### src/rtl/scale_apply_if.sv
// Request/response bundle for the scale_apply block.
// The master drives requests and consumes results; the slave is the scaler.
interface scale_apply_if #(
  parameter int unsigned MUL_BW = 16
);
  logic                     in_valid;
  logic                     in_ready;
  logic [1:0]               gemm_uno;
  logic signed [MUL_BW-1:0] acc_i;
  logic signed [MUL_BW-1:0] scale_i;
  logic                     out_valid;
  logic                     out_ready;
  logic signed [MUL_BW-1:0] res_o;
  logic                     sat_o;
  logic                     busy_o;

  modport master (
    output in_valid, gemm_uno, acc_i, scale_i, out_ready,
    input  in_ready, out_valid, res_o, sat_o, busy_o
  );

  modport slave (
    input  in_valid, gemm_uno, acc_i, scale_i, out_ready,
    output in_ready, out_valid, res_o, sat_o, busy_o
  );
endinterface

### src/rtl/scale_apply.sv
// Applies a Q-format scale to a PE accumulator: pass-through (gemm), negate (log),
// or sign-magnitude shift-add multiply with truncation and saturation (div/exp).
module scale_apply #(
  parameter int unsigned INT_BW = 5,
  parameter int unsigned FRA_BW = 10,
  parameter int unsigned MUL_BW = 16
) (
  input logic          clk,
  input logic          rst,
  scale_apply_if.slave bus
);
  localparam int unsigned PW     = 2 * MUL_BW;
  localparam int unsigned CNT_BW = $clog2(MUL_BW);
  localparam logic [MUL_BW-1:0] MAX_POS = {1'b0, {(MUL_BW-1){1'b1}}};
  localparam logic [MUL_BW-1:0] MIN_NEG = {1'b1, {(MUL_BW-1){1'b0}}};

  if (MUL_BW != 1 + INT_BW + FRA_BW) begin : g_bad_cfg
    $error("scale_apply: MUL_BW must equal 1+INT_BW+FRA_BW");
  end

  typedef enum logic [1:0] {IDLE, MUL, DONE} state_t;

  state_t              state_q, state_d;
  logic [PW-1:0]       a_q, a_d;
  logic [MUL_BW-1:0]   b_q, b_d;
  logic [PW-1:0]       p_q, p_d;
  logic [CNT_BW-1:0]   cnt_q, cnt_d;
  logic                neg_q, neg_d;
  logic [MUL_BW-1:0]   res_q, res_d;
  logic                sat_q, sat_d;

  logic [MUL_BW-1:0]   abs_acc;
  logic [MUL_BW-1:0]   abs_scale;
  logic [PW-1:0]       p_next;
  logic [PW-1:0]       q;

  always_ff @(posedge clk or posedge rst) begin
    if (rst) begin
      state_q <= IDLE;
      a_q     <= '0;
      b_q     <= '0;
      p_q     <= '0;
      cnt_q   <= '0;
      neg_q   <= 1'b0;
      res_q   <= '0;
      sat_q   <= 1'b0;
    end else begin
      state_q <= state_d;
      a_q     <= a_d;
      b_q     <= b_d;
      p_q     <= p_d;
      cnt_q   <= cnt_d;
      neg_q   <= neg_d;
      res_q   <= res_d;
      sat_q   <= sat_d;
    end
  end

  always_comb begin
    state_d   = state_q;
    a_d       = a_q;
    b_d       = b_q;
    p_d       = p_q;
    cnt_d     = cnt_q;
    neg_d     = neg_q;
    res_d     = res_q;
    sat_d     = sat_q;
    abs_acc   = bus.acc_i[MUL_BW-1]   ? MUL_BW'(-bus.acc_i)   : MUL_BW'(bus.acc_i);
    abs_scale = bus.scale_i[MUL_BW-1] ? MUL_BW'(-bus.scale_i) : MUL_BW'(bus.scale_i);
    p_next    = b_q[0] ? p_q + a_q : p_q;
    q         = p_next >> FRA_BW;

    unique case (state_q)
      IDLE: begin
        if (bus.in_valid) begin
          unique case (bus.gemm_uno)
            2'b00: begin
              res_d   = MUL_BW'(bus.acc_i);
              sat_d   = 1'b0;
              state_d = DONE;
            end
            2'b11: begin
              // Only the most negative value has no positive counterpart.
              if (MUL_BW'(bus.acc_i) == MIN_NEG) begin
                res_d = MAX_POS;
                sat_d = 1'b1;
              end else begin
                res_d = MUL_BW'(-bus.acc_i);
                sat_d = 1'b0;
              end
              state_d = DONE;
            end
            default: begin
              a_d     = PW'(abs_acc);
              b_d     = abs_scale;
              p_d     = '0;
              cnt_d   = '0;
              neg_d   = bus.acc_i[MUL_BW-1] ^ bus.scale_i[MUL_BW-1];
              res_d   = '0;
              sat_d   = 1'b0;
              state_d = MUL;
            end
          endcase
        end
      end
      MUL: begin
        p_d   = p_next;
        a_d   = a_q << 1;
        b_d   = b_q >> 1;
        cnt_d = cnt_q + CNT_BW'(1);
        // Last multiplier bit: truncate the magnitude, then clip into range.
        if (cnt_q == CNT_BW'(MUL_BW - 1)) begin
          state_d = DONE;
          if (!neg_q) begin
            sat_d = (q > PW'(MAX_POS));
            res_d = sat_d ? MAX_POS : MUL_BW'(q);
          end else begin
            sat_d = (q > PW'(MIN_NEG));
            res_d = sat_d ? MIN_NEG : MUL_BW'(-q);
          end
        end
      end
      DONE: begin
        if (bus.out_ready) begin
          state_d = IDLE;
        end
      end
      default: state_d = IDLE;
    endcase
  end

  assign bus.in_ready  = (state_q == IDLE) && !rst;
  assign bus.out_valid = (state_q == DONE);
  assign bus.busy_o    = (state_q != IDLE);
  assign bus.res_o     = res_q;
  assign bus.sat_o     = sat_q;
endmodule

### src/flat_wrapper.sv
// flat-port wrapper written by rule: the top's interface ports become plain ports
module scale_apply_flat 
#(
  parameter int unsigned INT_BW = 5,
  parameter int unsigned FRA_BW = 10,
  parameter int unsigned MUL_BW = 16
)
  (clk, rst, bus_in_valid, bus_gemm_uno, bus_acc_i, bus_scale_i, bus_out_ready, bus_in_ready, bus_out_valid, bus_res_o, bus_sat_o, bus_busy_o);
  scale_apply_if #(.MUL_BW(MUL_BW)) bus_i ();
  input logic clk;
  input logic rst;
  input wire logic [$bits(bus_i.in_valid)-1:0] bus_in_valid;
  input wire logic [$bits(bus_i.gemm_uno)-1:0] bus_gemm_uno;
  input wire logic [$bits(bus_i.acc_i)-1:0] bus_acc_i;
  input wire logic [$bits(bus_i.scale_i)-1:0] bus_scale_i;
  input wire logic [$bits(bus_i.out_ready)-1:0] bus_out_ready;
  output wire logic [$bits(bus_i.in_ready)-1:0] bus_in_ready;
  output wire logic [$bits(bus_i.out_valid)-1:0] bus_out_valid;
  output wire logic [$bits(bus_i.res_o)-1:0] bus_res_o;
  output wire logic [$bits(bus_i.sat_o)-1:0] bus_sat_o;
  output wire logic [$bits(bus_i.busy_o)-1:0] bus_busy_o;
  assign bus_i.in_valid = bus_in_valid;
  assign bus_i.gemm_uno = bus_gemm_uno;
  assign bus_i.acc_i = bus_acc_i;
  assign bus_i.scale_i = bus_scale_i;
  assign bus_i.out_ready = bus_out_ready;
  assign bus_in_ready = bus_i.in_ready;
  assign bus_out_valid = bus_i.out_valid;
  assign bus_res_o = bus_i.res_o;
  assign bus_sat_o = bus_i.sat_o;
  assign bus_busy_o = bus_i.busy_o;
  scale_apply #(.INT_BW(INT_BW), .FRA_BW(FRA_BW), .MUL_BW(MUL_BW)) u_core (.clk(clk), .rst(rst), .bus(bus_i));
endmodule
### config.mk
export PLATFORM = sky130hd
export DESIGN_NAME = scale_apply_flat
export DESIGN_NICKNAME = d
export VERILOG_FILES = /design/src/rtl/scale_apply_if.sv /design/src/rtl/scale_apply.sv /design/src/flat_wrapper.sv
export SDC_FILE = /design/constraint.sdc
export NUM_CORES = 1
export LEC_CHECK = 0
export ABC_AREA = 1
export CAP_MARGIN = 20
export CORE_ASPECT_RATIO = 1.4
export CORE_MARGIN = 2
export CORE_UTILIZATION = 35
export DETAILED_ROUTE_END_ITERATION = 8
export SYNTH_ARGS = -nofsm -noshare
export SYNTH_HDL_FRONTEND = slang
export SYNTH_SLANG_ARGS = --single-unit
### constraint.sdc
create_clock -name clk -period 6.2 [get_ports clk]
set_input_delay 0.62 -clock clk [delete_from_list [all_inputs] [get_ports clk]]
set_output_delay 0.62 -clock clk [all_outputs]
set_load 0.005 [all_outputs]
==> metrics, run 1 <==
status=finished clean; gate count after technology mapping=roughly 1400; multiplexer share of the synthesized area=0; final weighted congestion of routability-driven global placement=0.940; number of buffers on the longest clock path=2; sw frac=0.530; sequential area share after synthesis=0.285; number of placed instances, taps included=between 1500 and 2000; DR WL/cell=15.6 um; max-capacitance violation count=0; Syn Nets=between 1000 and 1500; largest family of logic cells by synthesized area=simple AND/OR/NAND/NOR gates; H-tree levels=3; Post-synth EDFFs=0; combined area of all synthesized cells=9150 um2; cell type with the highest aggregate area in the netlist=dfrtp_1; number of distinct library cells after synthesis=49; first-pass iteration count of the detailed router=5; slew of the pin with the lowest slew margin=887 ps; clock network fraction of total power=0.121; DR DRC count=0; antenna violations before repair=0; remaining global-route overflow=0; shortest period the worst path allows=3650 ps; category of the critical setup timing path=flop to flop; most common flop cell mapped by yosys=dfrtp_1; share of synthesized cell area in and, or, nand and nor gates=0.362; largest vdd supply drop=roughly 350 uV; drt via density=5.06; DP HPWL=21400 um; min-delay worst type=flop to flop; detailed-route wire length=approximately 28000 um; final hold vios=0; number of cells on the worst reg-to-reg path=21; Initial Util=0.353; highest fanout seen on the critical path=17; Max Transition Viols Final=0; Layout Skew=11.7 ps; Highest Clock Rate=274 MHz; Synth Area in Adders=0.0555; endpoint class of the critical path=flop; first-pass GRT wire length=44900 um; DIE WIDTH=~140 um; Area contributors post-synth=dfrtp_1, nand2_1, inv_1; CTS tree=yes; area share of the largest cell type after synthesis=0.285; Min-Delay Startpoint=u_core.b_q[5]; Max transition margin=0.409; total of buffers placed on input and output ports=57; period utilisation layout=0.589; vias after detailed routing=8969; largest net degree at the start of global routing=70; clock transition at the registers of the reported paths=~80 ps; total track usage=0.206; Boundary Pins=58; WHS Endpoint=u_core.b_q[5]; fraction of registers with async set or reset after synthesis=1.00; Min-Delay Path Depth=2; unrepaired setup endpoints after global routing=false; relative contribution of sequential cells to total power=0.241; root buffer cell=clkbuf_16; startpoint type of the worst setup path=flop; antenna-violating nets left=0; share of layout cells above drive strength 1=0.100; final setup fails=0; most numerous cell in the Yosys netlist=nand2_1; Worst-Skew Late Latency=~380 ps; complex-gate fraction of the synthesized area=0.158; layout overhead on the synthesized area=12.4%; launch point of the worst reg-to-reg path=u_core.a_q[0]; total leakage power=0.00520 uW; number of global-route vias before repair=8760; capture point of the worst reg-to-reg path=u_core.bus.res_o[3]; chip height=195 um; arrival time worst endpoint=approximately 3900 ps; number of gates given a new drive strength after cts=0; count of inserted antenna diode cells=0; Power Density=467 nW/um2; combinational share of power=0.638; Final TNS setup=0 ps; Mapped Avg Cell Area=6.48 um2; Synth Area in XOR/XNOR=0.0211; number of clock sinks seen by CTS=104; commonest cells in the synthesized netlist=nand2_1, inv_1, dfrtp_1; post-CTS setup buffer count=0; cts bufs inserted=9; hold-fix buffers at CTS=0; required time of the worst setup path=6490 ps; row count=70; count of warnings emitted by yosys=0; r2r setup slk=about 2500 ps; post-synthesis sequential element count=104; net switching component of the power=2550 uW; non-filler instance count after layout=1772; number of design-rule violations left by the first detailed-router iteration=510; die area=27500 um2; Net count, final=1521; Pint=roughly 2300 uW; area inside the core boundary=25900 um2
## final cells by class
class,count,area (um2)
Sequential cell,104,2600
Clock inverter,7,62.6
Clock buffer,9,225
Fill cell,2832,15600
Timing Repair Buffer,64,623
Inverter,237,892
Tap cell,324,405
Multi-Input combinational cell,1027,5470
## power groups by stage
stage	sequential, uW	clock (uW)	combinational (uW)
after CTS	1150	594	3070
after detailed placement	1160	0	3050
after global routing	1190	619	3450
final	1160	581	3060
after floorplan	1090	0	2300
after global placement	1160	0	3020
## worst max-delay path, cell delays in order (launching register included)
cell and delay, ps:
dfrtp_1 410, ha_1 240, inv_1 70, fa_1 390, inv_1 130, nand2_1 80
nand3_2 140, nand2_1 90, nand3_1 70, nand3_1 70, o21ai_0 280, ha_1 340
nand3_2 130, nor2_4 160, nand3_4 120, nor2_4 120, nand3_2 100, nand2_4 210
nand3_1 110, nand2_1 110, nand2_1 50, a21oi_1 150
## cell usage in the layout (no fill, tap or decap), types with 33 or more instances in the layout
| cell | instances |
|---|---|
| ha_1 | 39 |
| inv_1 | 206 |
| o211ai_1 | 33 |
| nand2_1 | 439 |
| o21ai_0 | 51 |
| dfrtp_1 | 104 |
| clkdlybuf4s50_1 | 57 |
| a21oi_1 | 65 |
| nand3_1 | 71 |
| o22ai_1 | 41 |
| nor2_1 | 100 |
## sequential cells by signal (all words and copies together), names as in the netlist
register          count
u_core.cnt_q          4
u_core.b_q           16
u_core.bus.res_o     16
u_core.state_q        2
u_core.neg_q          1
u_core.a_q           32
u_core.p_q           32
u_core.bus.sat_o      1
## metrics by stage
stage | util | hold WS, ps | total power, uW | setup WS, ps | cell area [um2]
6_report | 0.397 | 484 | 4800 | 2550 | 10300
3_5_place_dp | 0.386 | 466 | 4210 | 2350 | 10000
3_3_place_gp | 0.386 | 464 | 4180 | 2440 | 10000
2_1_floorplan | - | 450 | 3400 | 2850 | 9150
4_1_cts | 0.397 | 488 | 4820 | 2560 | 10300
5_1_grt | 0.397 | 504 | 5250 | 2210 | 10300
## cells by family (layout without fill, tap and decap cells)
family	Yosys count	count (layout)
AOI/OAI and AO/OA	234	234
and+or+nand+nor	731	731
DFF	104	104
xor gates and xnor gates	22	22
adders and majority gates	40	40
buffers and inverters	280	317
## layer usage
metal | track usage | share of wire
met4 | 0.0811 | 0.034
met1 | 0.243 | 0.42
met3 | 0.0253 | 0.030
met5 | 0 | 0
met2 | 0.377 | 0.51
## how the worst max path moves through the flow
| stage | slack (ps) | cells after the start | endpoint | from |
|---|---|---|---|---|
| floorplan | 2850 | 1 | u_core.a_q[0] | rst |
| global placement | 2440 | 10 | u_core.p_q[7] | bus_gemm_uno[0] |
| detailed placement | 2350 | 10 | u_core.p_q[0] | bus_gemm_uno[1] |
| CTS | 2560 | 19 | u_core.bus.res_o[14] | u_core.a_q[0] |
| global route | 2210 | 21 | u_core.bus.res_o[7] | u_core.a_q[0] |
| finish | 2550 | 21 | u_core.bus.res_o[3] | u_core.a_q[0] |
Note: power is estimated with default switching activity, not from simulation.
==> run 2, diff against run 1 <==
==> constraint.sdc (replaced) <==
create_clock -name clk -period 3.2 [get_ports clk]
set_input_delay 0.32 -clock clk [delete_from_list [all_inputs] [get_ports clk]]
set_output_delay 0.32 -clock clk [all_outputs]
set_load 0.005 [all_outputs]
==> run 2 against run 1 <==
  * Design area rose by 7.2%
  * Wire length rose by 5.7%
  * Flip-flop and latch count did not move
  * Count of clock-buffer cells in the layout rose by 1
  * First-iteration DRC count rose by 5.3%
  * Sequential power rose by 100%
  * Via count rose by 3.8%
  * Final cell count rose by 2.1%
  * Utilization rose by 2.9 points
  * Critical path depth fell by 2
  * Combinational power rose by 120%
  * Register-to-register slack got worse by 2400 ps
  * Critical endpoint is now u_core.bus.res_o[10]
  * Largest cell class unchanged
  * Largest power group unchanged
==> metrics, run 2 (synthesis gave the netlist of run 1 again) <==
Max Transition Viols Final=0 (unchanged); min setup slack post-route=144 ps (was 2550 ps); r2r setup slk=140 ps (was 2550 ps); layout overhead on the synthesized area=20.6% (was 12.4%); required time of the worst setup path=3510 ps (was 6490 ps); highest-delay cell along the critical path=dfrtp_1 (unchanged); Highest Clock Rate=327 MHz (was 274 MHz); share of layout cells above drive strength 1=0.166 (was 0.100); Worst-Skew Late Latency=380 ps (about the same); pre-CTS WS=-29.2 ps (was 2350 ps); CTS tree=yes (unchanged); shortest period the worst path allows=3060 ps (was 3650 ps); max-capacitance violation count=0 (unchanged); total of buffers placed on input and output ports=57 (unchanged); largest stage delay on the critical path=420 ps (was 410 ps); first-pass iteration count of the detailed router=5 (unchanged); number of global-route vias before repair=9077 (was 8760); antenna violations before repair=0 (unchanged); top cell family by delay on the critical path=simple AND/OR/NAND/NOR gates (unchanged); root buffer cell=clkbuf_16 (unchanged); most frequent standard cell in the layout excluding fill and tap cells=nand2_1 (unchanged); H-tree levels=3 (unchanged); period utilisation layout=0.955 (was 0.589); clock transition at the registers of the reported paths=80 ps (about the same); startpoint type of the worst setup path=flop (unchanged); DR WL/cell=16.1 um (was 15.6 um); vias after detailed routing=9306 (was 8969); number of inserted filler cells in the final layout=2762 (was 2832); most repeated library cell on the critical path=nand2_1 (unchanged); min-delay worst type=input pin to asynchronous set/reset pin (was flop to flop); row count=70 (unchanged); count of inserted antenna diode cells=0 (unchanged); number of clock sinks seen by CTS=104 (unchanged); final weighted congestion of routability-driven global placement=1.00 (was 0.940); category of the critical setup timing path=flop to flop (unchanged); top library cells by usage in the layout, fill and taps aside=nand2_1, inv_1, dfrtp_1, nor2_1, nand3_1 (unchanged); first-pass GRT wire length=46500 um (was 44900 um); total design power=10300 uW (was 4800 uW); Initial Util=0.353 (unchanged); DP HPWL=22100 um (was 21400 um); count of buffering cells on the critical path with inverters included=1 (was 2); total track usage=0.213 (was 0.206); crit path cell chain=ha_2 > nand2_1 > inv_2 > nand2_2 > nor2_2 > nand4_1 > nand3_1 > nand2_1 > nand3_1 > nand2_1 > nor2_1 > nand2_1 > nor2_4 > nand3_4 > nand2_8 > nand3_2 > nand2_1 > nand2_1 > a21oi_2 (was ha_1 > inv_1 > fa_1 > inv_1 > nand2_1 > nand3_2 > nand2_1 > nand3_1 > nand3_1 > o21ai_0 > ha_1 > nand3_2 > nor2_4 > nand3_4 > nor2_4 > nand3_2 > nand2_4 > nand3_1 > nand2_1 > nand2_1 > a21oi_1); DR DRC count=0 (unchanged); area inside the core boundary=25900 um2 (unchanged); remaining global-route overflow=0 (unchanged); chip height=195 um (unchanged); final hold vios=0 (unchanged); Net count, final=1558 (was 1521); highest fanout seen on the critical path=8 (was 17); number of buffers on the longest clock path=2 (unchanged); antenna-violating nets left=0 (unchanged); total leakage power=0.00539 uW (was 0.00520 uW); die area=27500 um2 (unchanged); arrival time worst endpoint=3360 ps (was 3940 ps); Boundary Pins=58 (unchanged); biggest regs=u_core.a_q x32, u_core.p_q x32 (unchanged); detailed-route wire length=29200 um (was 27600 um); cts bufs inserted=9 (unchanged); Power Density=936 nW/um2 (was 467 nW/um2); Layout Skew=15.0 ps (was 11.7 ps); number of design-rule violations left by the first detailed-router iteration=537 (was 510); endpoint class of the critical path=flop (unchanged); largest net degree at the start of global routing=59 (was 70); drt via density=5.14 (was 5.06); final setup fails=0 (unchanged); slew of the pin with the lowest slew margin=1020 ps (was 887 ps); largest vdd supply drop=592 uV (was 352 uV); status=finished clean (unchanged); Max transition margin=0.319 (was 0.409); DIE WIDTH=141 um (unchanged)
## run 2: cell count changes in the layout (fill, tap and decap cells not counted), moves of 3 or more
cell,change
ha_1,-23
ha_2,+6
a21oi_2,+9
buf_12,+3
nor2_1,-5
ha_4,+17
nand3_2,+3
buf_4,+31
nand2_2,+14
nand2_8,+3
nor2_4,+4
a21oi_1,-9
nand3_1,-5
nand2_1,-14
## run 2: cell type report
cell class / count / area (um2) / share of cell area
clock inverter: 6 / 47.5 / 0.00431
clock buffer: 10 / 239 / 0.0217
sequential: 104 / 2610 / 0.236
multi-input combinational: 1029 / 5910 / 0.536
inverter: 237 / 892 / 0.0809
timing repair buffer: 99 / 927 / 0.0841
tap: 324 / 405 / 0.0368
## run 2: through the flow
stage	area (um2)	utilization	instances	TNS [ps]	hold WS [ps]
after floorplan	9150	-	1411	0	423
after global placement	10200	0.394	1780	0	466
after detailed placement	10200	0.394	1780	-155	470
after CTS	10500	0.405	1796	0	453
after global routing	11000	0.425	1809	-40.4	504
final	11000	0.425	1809	0	418
## run 2: layer usage
| metal | global-route usage | wire [um] | part of all wire | vias to the layer above |
|---|---|---|---|---|
| li1 | - | - | - | 4680 |
| met4 | 0.102 | 1350 | 0.046 | 0 |
| met1 | 0.252 | 12000 | 0.41 | 4303 |
| met3 | 0.0297 | 1230 | 0.042 | 68 |
| met5 | 0 | 0 | 0 | - |
| met2 | 0.379 | 14600 | 0.50 | 255 |
## run 2: final timing paths
check / depth (start not counted) / end / from
min in group clk: 2 / u_core.b_q[3] / u_core.b_q[3]
max: 19 / u_core.bus.res_o[10] / u_core.p_q[12]
max reg2reg: 19 / u_core.bus.res_o[10] / u_core.p_q[12]
min reg2reg: 2 / u_core.b_q[3] / u_core.b_q[3]
max in group asynchronous: 3 / u_core.cnt_q[1] / rst
min: 2 / u_core.state_q[0] / rst
## run 2: timing repair
item | in CTS | in global routing
buffers inserted | 0 | 11
pin swaps | 1 | 20
gates resized for setup | 1 | 86
hold buffers | 0 | 0
endpoints found under the setup margin | 15 | 17
gates cloned | 0 | 2
## run 2: report_power, final
group / internal [uW] / switching, uW / leakage [uW]
Sequential: 1840 / 479 / 0.00134
Combinational: 2570 / 4300 / 0.00391
Clock: 559 / 582 / 0.000140
Total: 4970 / 5360 / 0.00539
==> run 3, diff against run 2 <==
--- a/config.mk
+++ b/config.mk
@@ -11,6 +11,8 @@
 export CORE_MARGIN = 2
 export CORE_UTILIZATION = 35
 export DETAILED_ROUTE_END_ITERATION = 8
+export PLACE_DENSITY = 0.58
+export SLEW_MARGIN = 15
 export SYNTH_ARGS = -nofsm -noshare
 export SYNTH_HDL_FRONTEND = slang
 export SYNTH_SLANG_ARGS = --single-unit
==> run 3 against run 2 <==
  * Design area is 0.15% higher
  * Register-to-register slack improved by 50 ps
  * Clock skew is 3.9 ps lower
  * Non-clock buffer count grew 6
  * Via count shrank 0.41%
  * Global-route usage barely moved
  * Sequential share of layout area decreased by 0.057 points
  * Die area unchanged
  * Sequential power hardly changed
  * Utilization grew 0.063 points
  * Flip-flop and latch count unchanged
  * Wire length rose by 0.55%
==> metrics, run 3 (synthesis gave the netlist of run 1 again) <==
first-pass iteration count of the detailed router=5 (unchanged); drt via density=5.11 (was 5.14); total design power=10500 uW (was 10300 uW); DR WL/cell=16.2 um (was 16.1 um); root buffer cell=clkbuf_16 (unchanged); final setup fails=0 (unchanged); antenna violations before repair=0 (unchanged); highest fanout seen on the critical path=8 (unchanged); slew of the pin with the lowest slew margin=1070 ps (was 1020 ps); clock transition at the registers of the reported paths=80 ps (about the same); total leakage power=0.00541 uW (was 0.00539 uW); Initial Util=0.353 (unchanged); H-tree levels=3 (unchanged); share of layout cells above drive strength 1=0.164 (was 0.166); number of clock sinks seen by CTS=104 (unchanged); Max transition margin=0.283 (was 0.319); count of inserted antenna diode cells=0 (unchanged); die area=27500 um2 (unchanged); Highest Clock Rate=333 MHz (was 327 MHz); area inside the core boundary=25900 um2 (unchanged); Max Transition Viols Final=0 (unchanged); row count=70 (unchanged); number of buffers on the longest clock path=2 (unchanged); max-capacitance violation count=0 (unchanged); endpoint class of the critical path=flop (unchanged); DIE WIDTH=141 um (unchanged); unrepaired setup endpoints after global routing=true; top library cells by usage in the layout, fill and taps aside=nand2_1, inv_1, dfrtp_1, nor2_1, nand3_1 (unchanged); vias after detailed routing=9268 (was 9306); hold-fix buffers at CTS=0 (unchanged); startpoint type of the worst setup path=flop (unchanged); final hold vios=0 (unchanged); chip height=195 um (unchanged); final weighted congestion of routability-driven global placement=0.946 (was 1.00); layout overhead on the synthesized area=20.8% (was 20.6%); first-pass GRT wire length=46800 um (was 46500 um); total track usage=0.214 (was 0.213); status=finished clean (unchanged); DR DRC count=0 (unchanged); CTS tree=yes (unchanged); number of design-rule violations left by the first detailed-router iteration=471 (was 537); biggest regs=u_core.a_q x32, u_core.p_q x32 (unchanged); largest vdd supply drop=595 uV (was 592 uV); Net count, final=1564 (was 1558); number of global-route vias before repair=9060 (was 9077); category of the critical setup timing path=flop to flop (unchanged); DP HPWL=22400 um (was 22100 um); final design utilization=0.426 (was 0.425); most frequent standard cell in the layout excluding fill and tap cells=nand2_1 (unchanged); hold slack=346 ps (was 418 ps); Worst-Skew Late Latency=370 ps (was 380 ps); total of buffers placed on input and output ports=57 (unchanged); remaining global-route overflow=0 (unchanged); arrival time worst endpoint=3310 ps (was 3360 ps); Power Density=946 nW/um2 (was 936 nW/um2); cts bufs inserted=9 (unchanged); period utilisation layout=0.939 (was 0.955); Layout Skew=11.1 ps (was 15.0 ps); required time of the worst setup path=3510 ps (about the same); detailed-route wire length=29400 um (was 29200 um); min-delay worst type=input pin to asynchronous set/reset pin (unchanged); shortest period the worst path allows=3000 ps (was 3060 ps); Boundary Pins=58 (unchanged); largest net degree at the start of global routing=69 (was 59); antenna-violating nets left=0 (unchanged)
## run 3: worst paths after layout
path | from | endpoint | slack, ps | cells past startpoint
hold / removal | rst | u_core.bus.sat_o | 350 | 2
setup reg to reg | u_core.p_q[22] | u_core.bus.res_o[10] | 200 | 19
min in group clk | u_core.b_q[8] | u_core.b_q[8] | 490 | 2
hold reg to reg | u_core.b_q[8] | u_core.b_q[8] | 490 | 2
setup / recovery | u_core.p_q[22] | u_core.bus.res_o[10] | 200 | 19
max in group asynchronous | rst | u_core.a_q[26] | 2090 | 3
## run 3: through the flow
stage / worst slack, ps / TNS (ps) / area [um2] / std cells
final: 195 / 0 / 11000 / 1814
after global routing: -29.6 / -29.6 / 11000 / 1814
after CTS: 13.0 / 0 / 10500 / 1795
after detailed placement: -88.0 / -571 / 10200 / 1779
after global placement: -16.0 / -42.1 / 10200 / 1779
after floorplan: 148 / 0 / 9150 / 1411
## run 3: where the power goes
group          switching, uW  internal, uW
logic                   4320          2640
registers                492          1840
clock network            555           609
total                   5370          5080
## run 3: cell type report
class | instances | area, um2
multi-input combinational | 1029 | 5910
tap | 324 | 405
clock inverter | 6 | 67.6
sequential | 104 | 2600
timing repair buffer | 105 | 943
inverter | 237 | 892
fill | 2796 | 14900
clock buffer | 9 | 225
## run 3: per-layer routing
layer | share of wire | vias to the layer above | global-route usage
li1 | - | 4678 | -
met1 | 0.42 | 4314 | 0.258
met2 | 0.51 | 231 | 0.391
met3 | 0.039 | 45 | 0.0240
met4 | 0.029 | 0 | 0.0741
met5 | 0 | - | 0
## run 3: timing repair
action,in CTS,in global routing
setup endpoints to repair,16,17
pin swaps,2,17
gates cloned,1,1
setup buffers,0,18
resized for setup,3,84
hold endpoints to repair,0,0
## run 3: critical path, cell delays in order (launching register included)
cell     delay [ps]
dfrtp_1         440
ha_4            320
nand2_1         100
inv_1           100
nand2_1         100
nor3_1          180
buf_4           180
and2_1          120
nand2_1          70
nand3_2          80
nand3_2          70
nand2_2         120
nand3_4         120
nor2_8          220
nand3_4         200
nand2_8         160
nand3_2          70
nand2_1          80
nand2_1          60
a21oi_2         130
